[config.mk]
export PLATFORM = sky130hd
export DESIGN_NAME = uart_transceiver
export DESIGN_NICKNAME = d
export VERILOG_FILES = /design/src/rtl/uart_pkg.sv /design/src/rtl/uart_baud_gen.sv /design/src/rtl/uart_transceiver.sv
export SDC_FILE = /design/constraint.sdc
export NUM_CORES = 1
export LEC_CHECK = 0
export BUFFER_PORTS_ARGS = -buffer_cell sky130_fd_sc_hd__clkbuf_2
export CORE_UTILIZATION = 55
export DETAILED_ROUTE_END_ITERATION = 16
export PLACE_DENSITY = 0.83
export SLEW_MARGIN = 15
export SYNTH_ARGS = -nofsm -noshare
export SYNTH_HDL_FRONTEND = slang
export SYNTH_SLANG_ARGS = --single-unit
[constraint.sdc]
create_clock -name sysclk -period 2.45 [get_ports sysclk]
set_clock_uncertainty 0.1 [all_clocks]
set_input_delay 0.245 -clock sysclk [delete_from_list [all_inputs] [get_ports sysclk]]
set_output_delay 0.245 -clock sysclk [all_outputs]
set_load 0.005 [all_outputs]
[src/rtl/uart_pkg.sv]
`default_nettype none
// ============================================================================
//  Module      : uart_pkg
//  Description : Shared types and constants for the 8N1 UART transceiver.
//  Revision    : 1.0 - initial release
// ============================================================================
package uart_pkg;

    // Common frame-phase encoding used by both the TX and RX machines
    typedef enum logic [1:0] {
        ST_IDLE  = 2'd0,
        ST_START = 2'd1,
        ST_DATA  = 2'd2,
        ST_STOP  = 2'd3
    } uart_state_e;

    localparam int OVERSAMPLE   = 16;  // ticks per bit period
    localparam int DATA_BITS    = 8;   // payload bits per frame
    localparam int START_SAMPLE = 8;   // tick at which the start bit is re-checked

    // sysclk cycles per oversample tick, rounded to nearest, never below 1
    function automatic int calc_div(input int clk_freq, input int baud);
        int div;
        div = (clk_freq + (baud * OVERSAMPLE) / 2) / (baud * OVERSAMPLE);
        return (div < 1) ? 1 : div;
    endfunction

endpackage
`default_nettype wire

[src/rtl/uart_baud_gen.sv]
`default_nettype none
// ============================================================================
//  Module      : uart_baud_gen
//  Description : Oversample tick generator. Counts 0..DIV-1 and emits a
//                one-cycle tick on the last count; a synchronous clear
//                restarts the count so the first tick lands DIV cycles later.
//  Revision    : 1.0 - initial release
// ============================================================================
module uart_baud_gen #(
    parameter int DIV = 1
) (
    input  logic clk,
    input  logic rst,
    input  logic i_clear,
    output logic o_tick
);

    localparam int              c_CW   = (DIV > 1) ? $clog2(DIV) : 1;
    localparam logic [c_CW-1:0] c_LAST = c_CW'(DIV - 1);

    logic [c_CW-1:0] r_cnt;

    // Free-running divider, restartable by i_clear
    always_ff @(posedge clk or posedge rst) begin
        if (rst) begin
            r_cnt <= '0;
        end else if (i_clear || (r_cnt == c_LAST)) begin
            r_cnt <= '0;
        end else begin
            r_cnt <= r_cnt + 1'b1;
        end
    end

    // No tick in the clearing cycle so the restarted period is a full DIV
    assign o_tick = !i_clear && (r_cnt == c_LAST);

endmodule
`default_nettype wire

[src/rtl/uart_transceiver.sv]
`default_nettype none
// ============================================================================
//  Module      : uart_transceiver
//  Description : Full-duplex 8N1 UART with independent TX and RX machines.
//                TX: TX_SEND in idle latches TX_DATA and sends a 10-bit frame.
//                RX: synchronised line, start-bit glitch rejection, mid-bit
//                sampling, one-cycle RX_STATUS strobe on a valid stop bit.
//  Revision    : 1.0 - initial release
// ============================================================================
module uart_transceiver
    import uart_pkg::*;
#(
    parameter int CLK_FREQ = 100_000_000,
    parameter int BAUD     = 9600
) (
    input  logic       sysclk,
    input  logic       reset,
    output logic       TX_STATUS,
    output logic       RX_STATUS,
    input  logic [7:0] TX_DATA,
    output logic [7:0] RX_DATA,
    output logic       UART_TX,
    input  logic       UART_RX,
    input  logic       TX_SEND
);

    localparam int         DIV         = calc_div(CLK_FREQ, BAUD);
    localparam logic [3:0] c_SUB_LAST  = 4'(OVERSAMPLE - 1);
    localparam logic [3:0] c_MID_START = 4'(START_SAMPLE - 1);
    localparam logic [2:0] c_BIT_LAST  = 3'(DATA_BITS - 1);

    // ------------------------------------------------------------------ TX
    uart_state_e r_tx_state, w_tx_state_nxt;
    logic [7:0]  r_tx_shift;
    logic [2:0]  r_tx_bit;
    logic [3:0]  r_tx_sub;
    logic        w_tx_accept;
    logic        w_tx_tick;
    logic        w_tx_bit_end;

    uart_baud_gen #(.DIV(DIV)) u_tx_baud (
        .clk    (sysclk),
        .rst    (reset),
        .i_clear(w_tx_accept),
        .o_tick (w_tx_tick)
    );

    // TX next-state and line/status decode
    always_comb begin
        w_tx_state_nxt = r_tx_state;
        w_tx_accept    = 1'b0;
        w_tx_bit_end   = w_tx_tick && (r_tx_sub == c_SUB_LAST);
        UART_TX        = 1'b1;
        TX_STATUS      = 1'b0;
        case (r_tx_state)
            ST_IDLE: begin
                TX_STATUS = 1'b1;
                if (TX_SEND) begin
                    w_tx_accept    = 1'b1;
                    w_tx_state_nxt = ST_START;
                end
            end
            ST_START: begin
                UART_TX = 1'b0;
                if (w_tx_bit_end) w_tx_state_nxt = ST_DATA;
            end
            ST_DATA: begin
                UART_TX = r_tx_shift[0];
                if (w_tx_bit_end && (r_tx_bit == c_BIT_LAST)) w_tx_state_nxt = ST_STOP;
            end
            ST_STOP: begin
                if (w_tx_bit_end) w_tx_state_nxt = ST_IDLE;
            end
            default: w_tx_state_nxt = ST_IDLE;
        endcase
    end

    // TX state register
    always_ff @(posedge sysclk or posedge reset) begin
        if (reset) r_tx_state <= ST_IDLE;
        else       r_tx_state <= w_tx_state_nxt;
    end

    // TX shifter and bit/tick counters; busy requests never reach here
    always_ff @(posedge sysclk or posedge reset) begin
        if (reset) begin
            r_tx_shift <= '0;
            r_tx_bit   <= '0;
            r_tx_sub   <= '0;
        end else if (w_tx_accept) begin
            r_tx_shift <= TX_DATA;
            r_tx_bit   <= '0;
            r_tx_sub   <= '0;
        end else if (w_tx_tick && (r_tx_state != ST_IDLE)) begin
            r_tx_sub <= r_tx_sub + 1'b1;
            if (w_tx_bit_end && (r_tx_state == ST_DATA)) begin
                r_tx_shift <= {1'b0, r_tx_shift[7:1]};
                r_tx_bit   <= r_tx_bit + 1'b1;
            end
        end
    end

    // ------------------------------------------------------------------ RX
    uart_state_e r_rx_state, w_rx_state_nxt;
    logic        r_rx_meta, r_rx_sync, r_rx_prev;
    logic [7:0]  r_rx_shift;
    logic [2:0]  r_rx_bit;
    logic [3:0]  r_rx_sub;
    logic [7:0]  r_rx_data;
    logic        r_rx_status;
    logic        w_rx_start;
    logic        w_rx_tick;
    logic        w_rx_sample;
    logic        w_rx_load;

    uart_baud_gen #(.DIV(DIV)) u_rx_baud (
        .clk    (sysclk),
        .rst    (reset),
        .i_clear(w_rx_start),
        .o_tick (w_rx_tick)
    );

    // Two-flop synchroniser plus one delayed copy for falling-edge detection
    always_ff @(posedge sysclk or posedge reset) begin
        if (reset) begin
            r_rx_meta <= 1'b1;
            r_rx_sync <= 1'b1;
            r_rx_prev <= 1'b1;
        end else begin
            r_rx_meta <= UART_RX;
            r_rx_sync <= r_rx_meta;
            r_rx_prev <= r_rx_sync;
        end
    end

    // RX next-state: start check at mid start bit, then every full bit period
    always_comb begin
        w_rx_state_nxt = r_rx_state;
        w_rx_start     = 1'b0;
        w_rx_load      = 1'b0;
        w_rx_sample    = w_rx_tick &&
                         (r_rx_sub == ((r_rx_state == ST_START) ? c_MID_START : c_SUB_LAST));
        case (r_rx_state)
            ST_IDLE: begin
                if (r_rx_prev && !r_rx_sync) begin
                    w_rx_start     = 1'b1;
                    w_rx_state_nxt = ST_START;
                end
            end
            ST_START: begin
                if (w_rx_sample) w_rx_state_nxt = r_rx_sync ? ST_IDLE : ST_DATA;
            end
            ST_DATA: begin
                if (w_rx_sample && (r_rx_bit == c_BIT_LAST)) w_rx_state_nxt = ST_STOP;
            end
            ST_STOP: begin
                if (w_rx_sample) begin
                    w_rx_state_nxt = ST_IDLE;
                    w_rx_load      = r_rx_sync;
                end
            end
            default: w_rx_state_nxt = ST_IDLE;
        endcase
    end

    // RX state register
    always_ff @(posedge sysclk or posedge reset) begin
        if (reset) r_rx_state <= ST_IDLE;
        else       r_rx_state <= w_rx_state_nxt;
    end

    // RX shifter, counters, output byte and one-cycle strobe
    always_ff @(posedge sysclk or posedge reset) begin
        if (reset) begin
            r_rx_shift  <= '0;
            r_rx_bit    <= '0;
            r_rx_sub    <= '0;
            r_rx_data   <= '0;
            r_rx_status <= 1'b0;
        end else begin
            r_rx_status <= w_rx_load;
            if (w_rx_load) r_rx_data <= r_rx_shift;
            if (w_rx_start) begin
                r_rx_sub <= '0;
                r_rx_bit <= '0;
            end else if (w_rx_tick && (r_rx_state != ST_IDLE)) begin
                r_rx_sub <= w_rx_sample ? 4'd0 : (r_rx_sub + 1'b1);
                if (w_rx_sample && (r_rx_state == ST_DATA)) begin
                    r_rx_shift <= {r_rx_sync, r_rx_shift[7:1]};
                    r_rx_bit   <= r_rx_bit + 1'b1;
                end
            end
        end
    end

    assign RX_DATA   = r_rx_data;
    assign RX_STATUS = r_rx_status;

endmodule
`default_nettype wire

==> results.json <==
{
  "status": "finished, final reports clean",
  "multi_input_area_um2": 1420,
  "dp_hpwl_um": 3737,
  "rsz0062_at_grt": "false",
  "cp-end-kind": "register",
  "h-tree-depth": 3,
  "hold_viol_final": 0,
  "finalCritPeriodShare": 0.9394,
  "grt_pass1_vias": 2057,
  "die_y_um": 77.73,
  "num_antenna_cells": 0,
  "p_int_mw": 2.065,
  "tns_ps": 0,
  "drc": 0,
  "gp_congestion": 0.7678,
  "setup_viol": 0,
  "synth.top_cell.area_share": 0.4998,
  "critPathMaxStageDelay_ps": 450,
  "grt_overflow_total": 0,
  "yosysSeqAreaShare": 0.5248,
  "cts.path.max_buffers": 2,
  "grt_use_total": 0.1967,
  "synthDistinctLibCells": 48,
  "viasPerCell": 5.367,
  "pwr-share-seq": 0.485,
  "layout.nets": 337,
  "synth.avg_cell_area_um2": 11.43,
  "crit_fanout": 9,
  "cts_setup_buffers": 0,
  "hold-path-cell-count": 3,
  "ff_latch_area_um2": 1655,
  "worstMarginPinSlew_ps": 631.1,
  "synth_largest_area_cell": "dfrtp_1",
  "timing.final.ws_setup_ps": 148.4,
  "place.port_buffers": 22,
  "initial_core_util": 0.5728,
  "critPathLaunchType": "register",
  "hp-start": "TX_DATA[6]",
  "dieWidth_um": 77.73,
  "tritoncts": "yes",
  "r2r_cells": 7,
  "drt_iter0_drc": 114,
  "root_buffer": "clkbuf_8",
  "synth_seq_cells": 66,
  "post-place-ws_ps": 192.2,
  "synth_top_cells_by_count": "dfrtp_1 (63), nor2_1 (35), nand2_1 (26)",
  "cts-buffers-inserted": 9,
  "power_density_nw_per_um2": 836.2,
  "dr.pass1.iters": 4,
  "synthTopCellsByArea": "dfrtp_1 (50%), mux2_2 (6.4%), ha_1 (6.0%)",
  "grt_pass1_wl_um": 9121,
  "clock_latency_ps": 340,
  "switchingPower_mw": 0.9213,
  "async_flop_share": 1.000,
  "drt-total-wl_um": 5261,
  "route.vias.total": 2077,
  "crit_start": "r_tx_state[0]$_DFFE_PP0P_",
  "syn_nets": 303,
  "fillCellCount": 440,
  "pwr-share-comb": 0.224,
  "maxSlewViolCount": 0,
  "syn_area_um2": 3154,
  "synth_edf_count": 0,
  "pin_count": 23,
  "worstPathArrival_ps": 2440,
  "maxCapViolations": 0,
  "finalCriticalPeriod_ps": 2302,
  "r2r-start": "r_tx_state[0]$_DFFE_PP0P_",
  "p_leak_nw": 1.792,
  "die_area_um2": 6042,
  "relSlewSlack": 0.5786,
  "routedWlPerCell_um": 13.59,
  "hold_path_class": "input pin to register",
  "drive_gt1_frac": 0.2286,
  "path_cells": "inv_1 -> ha_1 -> and2_1 -> nor2_1 -> and4b_1 -> nor2_1 -> a221oi_1",
  "synth_cells": 276,
  "yosysMostFrequentCell": "dfrtp_1",
  "worstSetupPathType": "register to register",
  "fmaxAchievable_ghz": 0.4345,
  "drtAntennaViolNets": 0,
  "ys_warn_count": 0,
  "antenna_found_initial": 0,
  "path_clk_slew_ps": 70,
  "required_ps": 2580,
  "rows": 27,
  "fin_worst_hold_slack_ps": 27.48,
  "critical-path-slowest-cell": "and4b_1",
  "switching_share": 0.3085,
  "crit_top_cell": "nor2_1",
  "cts.sinks": 66,
  "syn_to_final_growth_pct": 13.21,
  "synth_ff_type": "dfrtp_1",
  "grt_max_degree": 32,
  "clockPowerShare": 0.291,
  "design.core.area_um2": 5507,
  "peakVddDrop_mv": 0.4879
}
-- cells in the final DEF (no fill, tap or decap), drive strengths merged, types with 9 or more instances in the layout --
cell,n
mux2,18
nor2,35
ha,15
o21ai,9
xnor2,13
dfrtp,63
nand3,11
clkbuf,33
nand2,26
inv,9
-- power by group through the flow --
stage	clock, mW	sequential (mW)	combinational (mW)
after floorplan	0	1.42	0.529
after global placement	0	1.45	0.631
after detailed placement	0	1.46	0.666
after CTS	0.893	1.45	0.677
after global routing	0.941	1.47	0.757
final	0.869	1.45	0.668
-- area by class of cell --
class	count	area share
flip-flops and latches	66	0.4636
multi-input cells	193	0.3977
clock buffers	11	0.03679
inverters	9	0.009460
clock inverters	5	0.01542
repair buffers	31	0.05186
well taps	72	0.02523
-- repair_timing --
item | 4_1_cts | 5_1_grt
resized for setup | 0 | 0
hold buffers | 3 | 0
endpoints found under the hold margin | 30 | 0
-- worst paths after layout --
path                                                     end  slack, ps
min in group asynchronous       u_rx_baud.r_cnt[4]$_DFF_PP0_        420
max in group asynchronous                r_rx_prev$_DFF_PP1_       1100
worst max register to register     r_tx_shift[0]$_DFFE_PP0P_        150
worst max-delay path               r_tx_shift[0]$_DFFE_PP0P_        150
worst min-delay path               r_tx_shift[6]$_DFFE_PP0P_         30
worst min register to register           r_rx_sync$_DFF_PP1_        260
-- sequential cells by signal (all words and copies together) (netlist names), named ones only --
signal,count
u_rx_baud.r_cnt,10
u_tx_baud.r_cnt,10
RX_DATA,8
r_rx_shift,8
r_tx_shift,8
r_rx_sub,4
r_tx_sub,4
r_rx_bit,3
r_tx_bit,3
r_tx_state,2
RX_STATUS,1
r_rx_meta,1
r_rx_prev,1
r_rx_state,1
r_rx_sync,1
-- cells by family (layout without fill, tap and decap cells) --
logic type                 Yosys count  count (layout)  synth area share
muxes                               23              23           0.08013
buffers and inverters               17              56           0.02499
xor gates and xnor gates            20              20           0.05553
and+or+nand+nor                    105             105            0.1884
adders and majority gates           15              15           0.05950
AOI/OAI and AO/OA                   30              30           0.06664
DFF                                 66              66            0.5248
-- layer usage --
metal  up-vias  share of wire  wire length, µm  GRT usage
met5         -              0                0          0
met4         0          0.012               64    0.07170
met3         7          0.034              181    0.06118
met2        38           0.51             2696     0.3425
met1      1024           0.44             2318     0.2268
li1       1008              -                -          -
-- metrics by stage --
| stage | power [mW] | area (µm²) | utilization | cells |
|---|---|---|---|---|
| 2_1_floorplan | 1.949 | 3154 | - | 276 |
| 3_3_place_gp | 2.079 | 3354 | 0.6092 | 368 |
| 3_5_place_dp | 2.128 | 3354 | 0.6092 | 368 |
| 4_1_cts | 3.015 | 3571 | 0.6485 | 387 |
| 5_1_grt | 3.167 | 3571 | 0.6485 | 387 |
| 6_report | 2.986 | 3571 | 0.6485 | 387 |
-- critical path: cells and delay by family (launching register included) --
kind / cells / cell delay [ps]
adder cells (fa/ha/maj): 1 / 300
AND/OR/NAND/NOR: 4 / 1030
flip-flops: 1 / 420
buffers and inverters: 1 / 100
AO/OA/AOI/OAI: 1 / 260
Note: power is estimated with default switching activity, not from simulation.
